[src/rtl/rvv_backend_dispatch_opcollect_pkg.sv]
// rtl/rvv_backend_dispatch_opcollect_pkg.sv - shared types for the dispatch operand collector
package rvv_backend_dispatch_opcollect_pkg;

  localparam int VLEN = 128;

  // Bit order is {vd, vs2, vs1}, so the class value doubles as the operand need mask.
  typedef enum logic [2:0] {
    XXX = 3'b000,
    XXV = 3'b001,
    XVX = 3'b010,
    XVV = 3'b011,
    VXX = 3'b100,
    VVX = 3'b110,
    VVV = 3'b111
  } UOP_CLASS_e;

  typedef struct packed {
    logic [VLEN-1:0] v0;
    logic [VLEN-1:0] vs1;
    logic [VLEN-1:0] vs2;
    logic [VLEN-1:0] vd;
  } UOP_OPN_t;

  typedef enum logic [1:0] {
    IDLE,
    COLLECT,
    DONE
  } opc_state_e;

  function automatic logic [2:0] class_need(UOP_CLASS_e c);
    return 3'(c);
  endfunction

endpackage

[src/rtl/rvv_backend_dispatch_opcollect_alloc.sv]
// rtl/rvv_backend_dispatch_opcollect_alloc.sv - maps pending operands onto VRF read ports
// RVV_OPCOLLECT_DUP_MERGE_EN: pending operands with equal indices share one port.
module rvv_backend_dispatch_opcollect_alloc #(
  parameter int NUM_RD_PORT = 2,
  parameter int VRF_AW      = 5
) (
  input  logic [2:0]                          pending,
  input  logic [VRF_AW-1:0]                   vs1_idx,
  input  logic [VRF_AW-1:0]                   vs2_idx,
  input  logic [VRF_AW-1:0]                   vd_idx,
  output logic [NUM_RD_PORT-1:0]              rd_en,
  output logic [NUM_RD_PORT-1:0][VRF_AW-1:0]  rd_index,
  output logic [NUM_RD_PORT-1:0]              sel_vs1,
  output logic [NUM_RD_PORT-1:0]              sel_vs2,
  output logic [NUM_RD_PORT-1:0]              sel_vd,
  output logic [2:0]                          served
);

`ifdef RVV_OPCOLLECT_DUP_MERGE_EN
  localparam bit MERGE = 1'b1;
`else
  localparam bit MERGE = 1'b0;
`endif

  logic       dup_vs2_vs1, dup_vd_vs1, dup_vd_vs2;
  logic [1:0] slot_vs1, slot_vs2, slot_vd, lead_cnt;

  // A duplicate rides on the slot of the earliest pending operand with the same index.
  assign dup_vs2_vs1 = MERGE && pending[0] && (vs2_idx == vs1_idx);
  assign dup_vd_vs1  = MERGE && pending[0] && (vd_idx == vs1_idx);
  assign dup_vd_vs2  = MERGE && pending[1] && (vd_idx == vs2_idx);

  always_comb begin
    slot_vs1 = 2'd0;
    lead_cnt = {1'b0, pending[0]};
    slot_vs2 = dup_vs2_vs1 ? slot_vs1 : lead_cnt;
    if (pending[1] && !dup_vs2_vs1) begin
      lead_cnt = lead_cnt + 2'd1;
    end
    if (dup_vd_vs1) begin
      slot_vd = slot_vs1;
    end else if (dup_vd_vs2) begin
      slot_vd = slot_vs2;
    end else begin
      slot_vd = lead_cnt;
    end

    served[0] = pending[0] && (int'(slot_vs1) < NUM_RD_PORT);
    served[1] = pending[1] && (int'(slot_vs2) < NUM_RD_PORT);
    served[2] = pending[2] && (int'(slot_vd) < NUM_RD_PORT);

    rd_en    = '0;
    rd_index = '0;
    sel_vs1  = '0;
    sel_vs2  = '0;
    sel_vd   = '0;
    for (int p = 0; p < NUM_RD_PORT; p++) begin
      sel_vs1[p] = served[0] && (slot_vs1 == 2'(p));
      sel_vs2[p] = served[1] && (slot_vs2 == 2'(p));
      sel_vd[p]  = served[2] && (slot_vd == 2'(p));
      if (sel_vs1[p]) begin
        rd_en[p]    = 1'b1;
        rd_index[p] = vs1_idx;
      end else if (sel_vs2[p]) begin
        rd_en[p]    = 1'b1;
        rd_index[p] = vs2_idx;
      end else if (sel_vd[p]) begin
        rd_en[p]    = 1'b1;
        rd_index[p] = vd_idx;
      end
    end
  end

endmodule

[src/rtl/rvv_backend_dispatch_opcollect.sv]
// rtl/rvv_backend_dispatch_opcollect.sv - multi-cycle VRF operand collector for dispatch
// RVV_OPCOLLECT_DUP_MERGE_EN: enables shared reads for equal operand indices (in the alloc sub-module).
module rvv_backend_dispatch_opcollect
  import rvv_backend_dispatch_opcollect_pkg::*;
#(
  parameter int NUM_RD_PORT = 2,
  parameter int VRF_AW      = 5
) (
  input  logic                                 clk,
  input  logic                                 rst,
  input  logic                                 flush,
  input  logic                                 uop_valid,
  output logic                                 uop_ready,
  input  UOP_CLASS_e                           uop_class,
  input  logic [VRF_AW-1:0]                    uop_vs1_idx,
  input  logic [VRF_AW-1:0]                    uop_vs2_idx,
  input  logic [VRF_AW-1:0]                    uop_vd_idx,
  output logic [NUM_RD_PORT-1:0]               rd_en_dp2vrf,
  output logic [NUM_RD_PORT-1:0][VRF_AW-1:0]   rd_index_dp2vrf,
  input  logic [NUM_RD_PORT-1:0][VLEN-1:0]     rd_data_vrf2dp,
  input  logic [VLEN-1:0]                      v0_mask_vrf2dp,
  output logic                                 opn_valid,
  input  logic                                 opn_ready,
  output UOP_OPN_t                             opn
);

  opc_state_e              state;
  logic [2:0]              pending, alloc_pending, served, remaining;
  logic [VRF_AW-1:0]       vs1_idx, vs2_idx, vd_idx;
  logic [NUM_RD_PORT-1:0]  sel_vs1, sel_vs2, sel_vd;
  logic [VLEN-1:0]         data_vs1, data_vs2, data_vd;
  logic                    accept;

  assign uop_ready = !rst && !flush &&
                     ((state == IDLE) || ((state == DONE) && opn_ready));
  assign accept    = uop_valid && uop_ready;

  // Starving the allocator outside a live COLLECT cycle keeps the read ports quiet.
  assign alloc_pending = ((state == COLLECT) && !rst && !flush) ? pending : 3'b000;
  assign remaining     = pending & ~served;

  rvv_backend_dispatch_opcollect_alloc #(
    .NUM_RD_PORT (NUM_RD_PORT),
    .VRF_AW      (VRF_AW)
  ) u_alloc (
    .pending  (alloc_pending),
    .vs1_idx  (vs1_idx),
    .vs2_idx  (vs2_idx),
    .vd_idx   (vd_idx),
    .rd_en    (rd_en_dp2vrf),
    .rd_index (rd_index_dp2vrf),
    .sel_vs1  (sel_vs1),
    .sel_vs2  (sel_vs2),
    .sel_vd   (sel_vd),
    .served   (served)
  );

  always_comb begin
    data_vs1 = '0;
    data_vs2 = '0;
    data_vd  = '0;
    for (int p = 0; p < NUM_RD_PORT; p++) begin
      data_vs1 = data_vs1 | ({VLEN{sel_vs1[p]}} & rd_data_vrf2dp[p]);
      data_vs2 = data_vs2 | ({VLEN{sel_vs2[p]}} & rd_data_vrf2dp[p]);
      data_vd  = data_vd  | ({VLEN{sel_vd[p]}}  & rd_data_vrf2dp[p]);
    end
  end

  always_ff @(posedge clk) begin
    if (rst) begin
      state     <= IDLE;
      pending   <= '0;
      vs1_idx   <= '0;
      vs2_idx   <= '0;
      vd_idx    <= '0;
      opn       <= '0;
      opn_valid <= 1'b0;
    end else if (flush) begin
      state     <= IDLE;
      pending   <= '0;
      opn       <= '0;
      opn_valid <= 1'b0;
    end else if (accept) begin
      // Clearing the buffer on accept is what makes unneeded fields read as zero.
      state     <= COLLECT;
      pending   <= class_need(uop_class);
      vs1_idx   <= uop_vs1_idx;
      vs2_idx   <= uop_vs2_idx;
      vd_idx    <= uop_vd_idx;
      opn       <= '0;
      opn_valid <= 1'b0;
    end else begin
      case (state)
        COLLECT: begin
          if (served[0]) opn.vs1 <= data_vs1;
          if (served[1]) opn.vs2 <= data_vs2;
          if (served[2]) opn.vd  <= data_vd;
          opn.v0  <= v0_mask_vrf2dp;
          pending <= remaining;
          if (remaining == 3'b000) begin
            state     <= DONE;
            opn_valid <= 1'b1;
          end
        end
        DONE: begin
          if (opn_ready) begin
            state     <= IDLE;
            opn_valid <= 1'b0;
          end
        end
        default: ;
      endcase
    end
  end

endmodule

[config.mk]
export PLATFORM = sky130hd
export DESIGN_NAME = rvv_backend_dispatch_opcollect
export DESIGN_NICKNAME = d
export VERILOG_FILES = /design/src/rtl/rvv_backend_dispatch_opcollect_pkg.sv /design/src/rtl/rvv_backend_dispatch_opcollect_alloc.sv /design/src/rtl/rvv_backend_dispatch_opcollect.sv
export SDC_FILE = /design/constraint.sdc
export NUM_CORES = 1
export LEC_CHECK = 0
export CORE_AREA = 4 4 364 366
export DETAILED_ROUTE_END_ITERATION = 8
export DIE_AREA = 0 0 368 370
export GPL_TIMING_DRIVEN = 1
export PLACE_DENSITY = 0.38
export SETUP_SLACK_MARGIN = 0.3
export SYNTH_ARGS = -nofsm -noshare
export SYNTH_HDL_FRONTEND = slang
export SYNTH_HIERARCHICAL = 1
export SYNTH_SLANG_ARGS = --single-unit
[constraint.sdc]
create_clock -name clk -period 3.97 [get_ports clk]
set_input_delay 0.5955 -clock clk [delete_from_list [all_inputs] [get_ports clk]]
set_output_delay 0.5955 -clock clk [all_outputs]
set_load 0.01 [all_outputs]
* Word-level counts from Yosys, hierarchy flattened *
Index checks and enable logic that the tools add are counted.

cells by class
  add/subtract/negate cells = 1
  multiply operators = 0
  divide/modulo/power cells = 0
  order comparisons = 2
  equal/unequal tests = 7
  shift-type cells = 0
  mux-type cells = 21
  bitwise operators = 10
  reductions and logical operators = 30

operator list
  kind                   count
  $and A128 B128 Y128    5
  $or A128 B128 Y128     2
  $mux W5                5
  $logic_and A1 B1 Y1    12
  $mux W3                3
  $mux W1                8
  $reduce_and A2 Y1      4
  $logic_not A2 Y1       3
  $mux W2                3
  $reduce_and A3 Y1      2
  $eq A2 B1 Y1 const B   2
  $pmux W2 S2            1
  $reduce_bool A2 Y1     2
  $and A3 B3 Y3          1
  $logic_not A3 Y1       1
  $ne A3 B2 Y1 const B   1
  $ne A3 B3 Y1 const B   1
  $not A3 Y3             1
  $reduce_bool A3 Y1     1
  $reduce_or A3 Y1       1
  $add A1 B1 Y2 const B  1
  $eq A2 B2 Y1 const B   1
  $logic_not A1 Y1       2
  $lt A1 B2 Y1 const B   1
  other kinds (7)        7

storage, ports and cells
  register bits after elaboration = 533
  bits in latches = 0
  bits in writable memories = 0
  bits in read-only memories = 0
  input port bits = 407
  output and inout bits = 526
  word-level logic and storage cells = 82
  memories kept = 0

* Logic depth before layout (Yosys ltp) *
  depth in word-level cells = 14
  gate-level depth with buffers = 14
  depth with buffers taken out = 8

* Hierarchy *
Netlist, hierarchy kept.

modules (own cells, without submodules)
  module                                instances  cells each  area an instance (um2)  sequential area each (um2)
  rvv_backend_dispatch_opcollect        1          2422        21179.1                 10650.2
  rvv_backend_dispatch_opcollect_alloc  1          45          311.5                   0.0

* Worst setup path after synthesis *
No wires, ideal clock.

  kind = input-to-output
  from = in rst
  to = out rd_index_dp2vrf[5] (netlist bit)
  arrival = 2.555 ns
  data required time = 3.374 ns
  setup slack = 0.820 ns
  stages on the path = 10
  buffers on the path = 3
  cell sequence = buf_2 -> nor2_2 -> clkbuf_1 -> and3_1 -> buf_6 -> inv_4 -> ha_1 -> and2_0 -> nand2_1 -> o21ai_0

RTL lines
  what                line                                  text
  start: declaration  rvv_backend_dispatch_opcollect.sv:10  input logic rst,
  end: declaration    rvv_backend_dispatch_opcollect.sv:19  output logic [NUM_RD_PORT-1:0][VRF_AW-1:0] rd_index_dp2vrf,

==> metrics.csv <==
stage;metric;value;unit
logic_synthesis;post-synth-top-area-cell;dfxtp_1;
route;route.detailed.drc;0;
die;boundaryPins;933;
die;die-area;136000;µm²
clock_network;cts-buffers-inserted;73;
sta;skew;0.0276;ns
finish;fin_nets;3677;
worst_setup_path;r2r_setup_slack;1.15;ns
worst_setup_path;path_cells;clkdlybuf4s50_1 > nor2_2 > and3_4 > buf_4 > ha_4 > nand3b_4 > nor3_4 > a221o_1 > clkdlybuf4s50_1;
placement;port_buffers;932;
worst_hold_path;hold_end;opn[397];
global_route;grt.total_usage;0.176;
sta;worst_pin_slew;1.23;ns
clock_network;clkSlewWorstSetupHoldPaths;0.05;ns
pwr;vdd_drop_max;229;µV
global_route;grt_overflow;0;
clock_network;cts_tree;yes;
pwr;pwr-share-clk;0.512;
clock_network;post_cts_buffers;0;
logic_synthesis;synth_area;21500;µm²
logic_synthesis;seq_area_frac_synth;0.496;
die;rows;132;
clock_network;cts_buffer_depth;3;
finish;stdcell_area;35100;µm²
die;design.core.area;129000;µm²
pwr;switchingPower;0.00321;W
clock_network;cts_sinks;532;
logic_synthesis;synth_top_cell_area_share;0.496;
sta;min_period_over_period;0.905;
worst_setup_path;rr_worst_depth;8;
worst_setup_path;crit_path_start_kind;input pin;
pwr;p_per_area;364;nW/µm²
finish;drive_gt1_frac;0.0596;
worst_setup_path;cp_slowest_cell;clkdlybuf4s50_1;
sta;hold_viol_final;0;
worst_setup_path;cp_max_fo;10;
placement;placed_area;32800;µm²
worst_setup_path;arrival;3.00;ns
sta;slew_violations;0;
pwr;p_leak;10.4;nW
finish;layout_common_cells;932 x clkdlybuf4s50_1, 532 x dfxtp_1, 384 x a22oi_1, 384 x nor2_1, 384 x a211oi_1;
sta;whs;0.452;ns
logic_synthesis;ys_seq_elements;532;
logic_synthesis;avgSynthCellArea;8.71;µm²
logic_synthesis;syn_inst;2467;
finish;final_common_cell;clkdlybuf4s50_1;
clock_network;clk_latency;0.64;ns
sta;slew_headroom;0.180;
clock_network;cts.root.buffer_cell;clkbuf_16;
die;initial_core_util;0.166;
placement;hpwl;90.4;mm
job;cap_violations;0;
sta;max_freq;278;MHz
worst_setup_path;crit_required;3.37;ns
worst_hold_path;holdPathStages;2;
worst_setup_path;r2r-start;state[0];
finish;area.growth.synth_to_final;63.4;%
placement;gp_congestion;0.801;
worst_setup_path;cp-end-kind;primary output;
worst_setup_path;crit_top_cell;clkdlybuf4s50_1;
worst_hold_path;hp-start;opn[397];
logic_synthesis;syn_nets;2877;
finish;instances_no_fill;5079;
die;die_w;368;µm
worst_hold_path;hold_class;reg2reg;
route;final_antenna_net_count;0;
status;status;completed;
worst_setup_path;cp_num_buf_inv;3;
route;vias;22541;
logic_synthesis;yosys_warnings;6;
global_route;grt_pass1_wl;175;mm
global_route;grt_max_degree;130;
route;wirelength;127;mm
sta;tns;0;ns
route;first_iter_violations;1503;
pwr;combPwrFrac;0.069;
sta;setup_viol;0;
worst_setup_path;crit_family;buffers and inverters;
pwr;seqPwrFrac;0.419;
route;drt-vias-per-instance;4.44;
placement;placed_cells;4934;
global_route;antenna_found_initial;28;
worst_setup_path;max_stage_delay;0.57;ns
clock_network;htreeDepth;3;
logic_synthesis;synthTopCellsByArea;dfxtp_1 50%, a211oi_1 13%, a22oi_1 13%, nor2_1 6.7%, nand2_1 4.7%;
worst_setup_path;path_class;in2out;
sta;fin_crit;3.59;ns
worst_setup_path;reg2reg_to;opn[215];
pwr;internal-power;0.00959;W
logic_synthesis;synth_cell_types;39;
sta;rsz0062_at_grt;true;
finish;fillers;13974;
die;die_h;370;µm
route;firstDrtPassIters;5;
route;wl_per_cell;25.0;µm
pwr;swShare;0.251;
global_route;grt_pass1_vias;22184;
-- synthesized netlist by cell type --
cell type,count
nand3_1,1
nor2_2,1
nor2_1,384
nor3_1,2
and3_1,8
nor3_4,1
ha_1,3
buf_4,15
dfxtp_1,532
nor4_1,1
a221o_1,5
conb_1,1
nand2_1,270
or3_1,1
nand4_1,18
nand2b_1,3
inv_1,2
o21ai_4,1
a211oi_1,384
nor2b_1,6
and2_0,1
o31ai_1,15
and2_1,1
buf_6,2
clkbuf_1,143
and2b_1,1
buf_1,23
a22oi_1,384
nand3b_4,1
buf_2,94
o311ai_0,3
o21ai_0,6
inv_4,1
or2_2,2
and3b_1,3
clkbuf_4,1
a21oi_1,143
o221a_2,1
a31oi_1,3
-- sequential cells by signal, summed over array words and instances (netlist names) --
name,cells
opn,512
opn_valid,1
pending,3
state,1
vd_idx,5
vs1_idx,5
vs2_idx,5
-- worst max-delay path by stage --
stage,from,end,slack [ns],depth (start not counted)
floorplan,rst,rd_index_dp2vrf[5],0.82,10
global placement,rst,rd_index_dp2vrf[8],0.31,8
detailed placement,rst,rd_index_dp2vrf[8],0.22,8
CTS,rst,rd_index_dp2vrf[8],0.30,8
global route,rst,rd_index_dp2vrf[0],0.29,9
finish,rst,rd_index_dp2vrf[0],0.38,9
-- cells by family (layout without fill, tap and decap cells) --
logic type / Yosys count / after routing / synth area share
other cells: 1 / 17 / 0.000174
simple gates: 705 / 705 / 0.130
flops: 532 / 532 / 0.496
buf+inv: 281 / 1135 / 0.0582
fa+ha+maj: 3 / 3 / 0.00175
compound gates: 945 / 945 / 0.314
-- power groups by stage --
stage                     combinational (W)  sequential [W]  clock, W
after global placement             0.000866         0.00548         0
after floorplan                    0.000223         0.00549         0
after detailed placement           0.000863         0.00548         0
after global routing               0.000937         0.00536   0.00705
final                              0.000879         0.00537   0.00655
after CTS                          0.000868         0.00537   0.00684
-- timing repair --
action	4_1_cts	5_1_grt
hold buffers	0	0
setup endpoints to repair	2	6
gates cloned	0	0
resized for setup	1	2
-- metrics by stage --
stage                      util  worst slack [ns]  total power, W
after floorplan               -             0.820         0.00571
after global placement    0.254             0.314         0.00635
after detailed placement  0.254             0.217         0.00635
after CTS                 0.272             0.303          0.0131
after global routing      0.272             0.292          0.0134
final                     0.272             0.377          0.0128
-- routing by layer --
metal,GRT usage,vias to the layer above,part of all wire
li1,-,10732,-
met1,0.207,10872,0.40
met2,0.297,751,0.49
met3,0.0667,166,0.087
met4,0.0573,20,0.027
met5,0,-,0.0010
-- final cells by class --
class / instances / area, µm² / share of cell area
diodes: 16 / 40.0 / 0.00114
clock buffers: 111 / 2160 / 0.0616
clock inverters: 18 / 158 / 0.00449
inverters: 3 / 18.8 / 0.000534
multi-input cells: 1654 / 9650 / 0.275
flip-flops and latches: 532 / 10700 / 0.303
well taps: 1742 / 2180 / 0.0621
repair buffers: 1003 / 10300 / 0.292
-- worst min-delay path: stages, from the launching register on --
cell and delay [ns]:
dfxtp_1 0.30, nand2_1 0.05, a21oi_1 0.05
No activity file was read; power rests on OpenSTA's default activity.
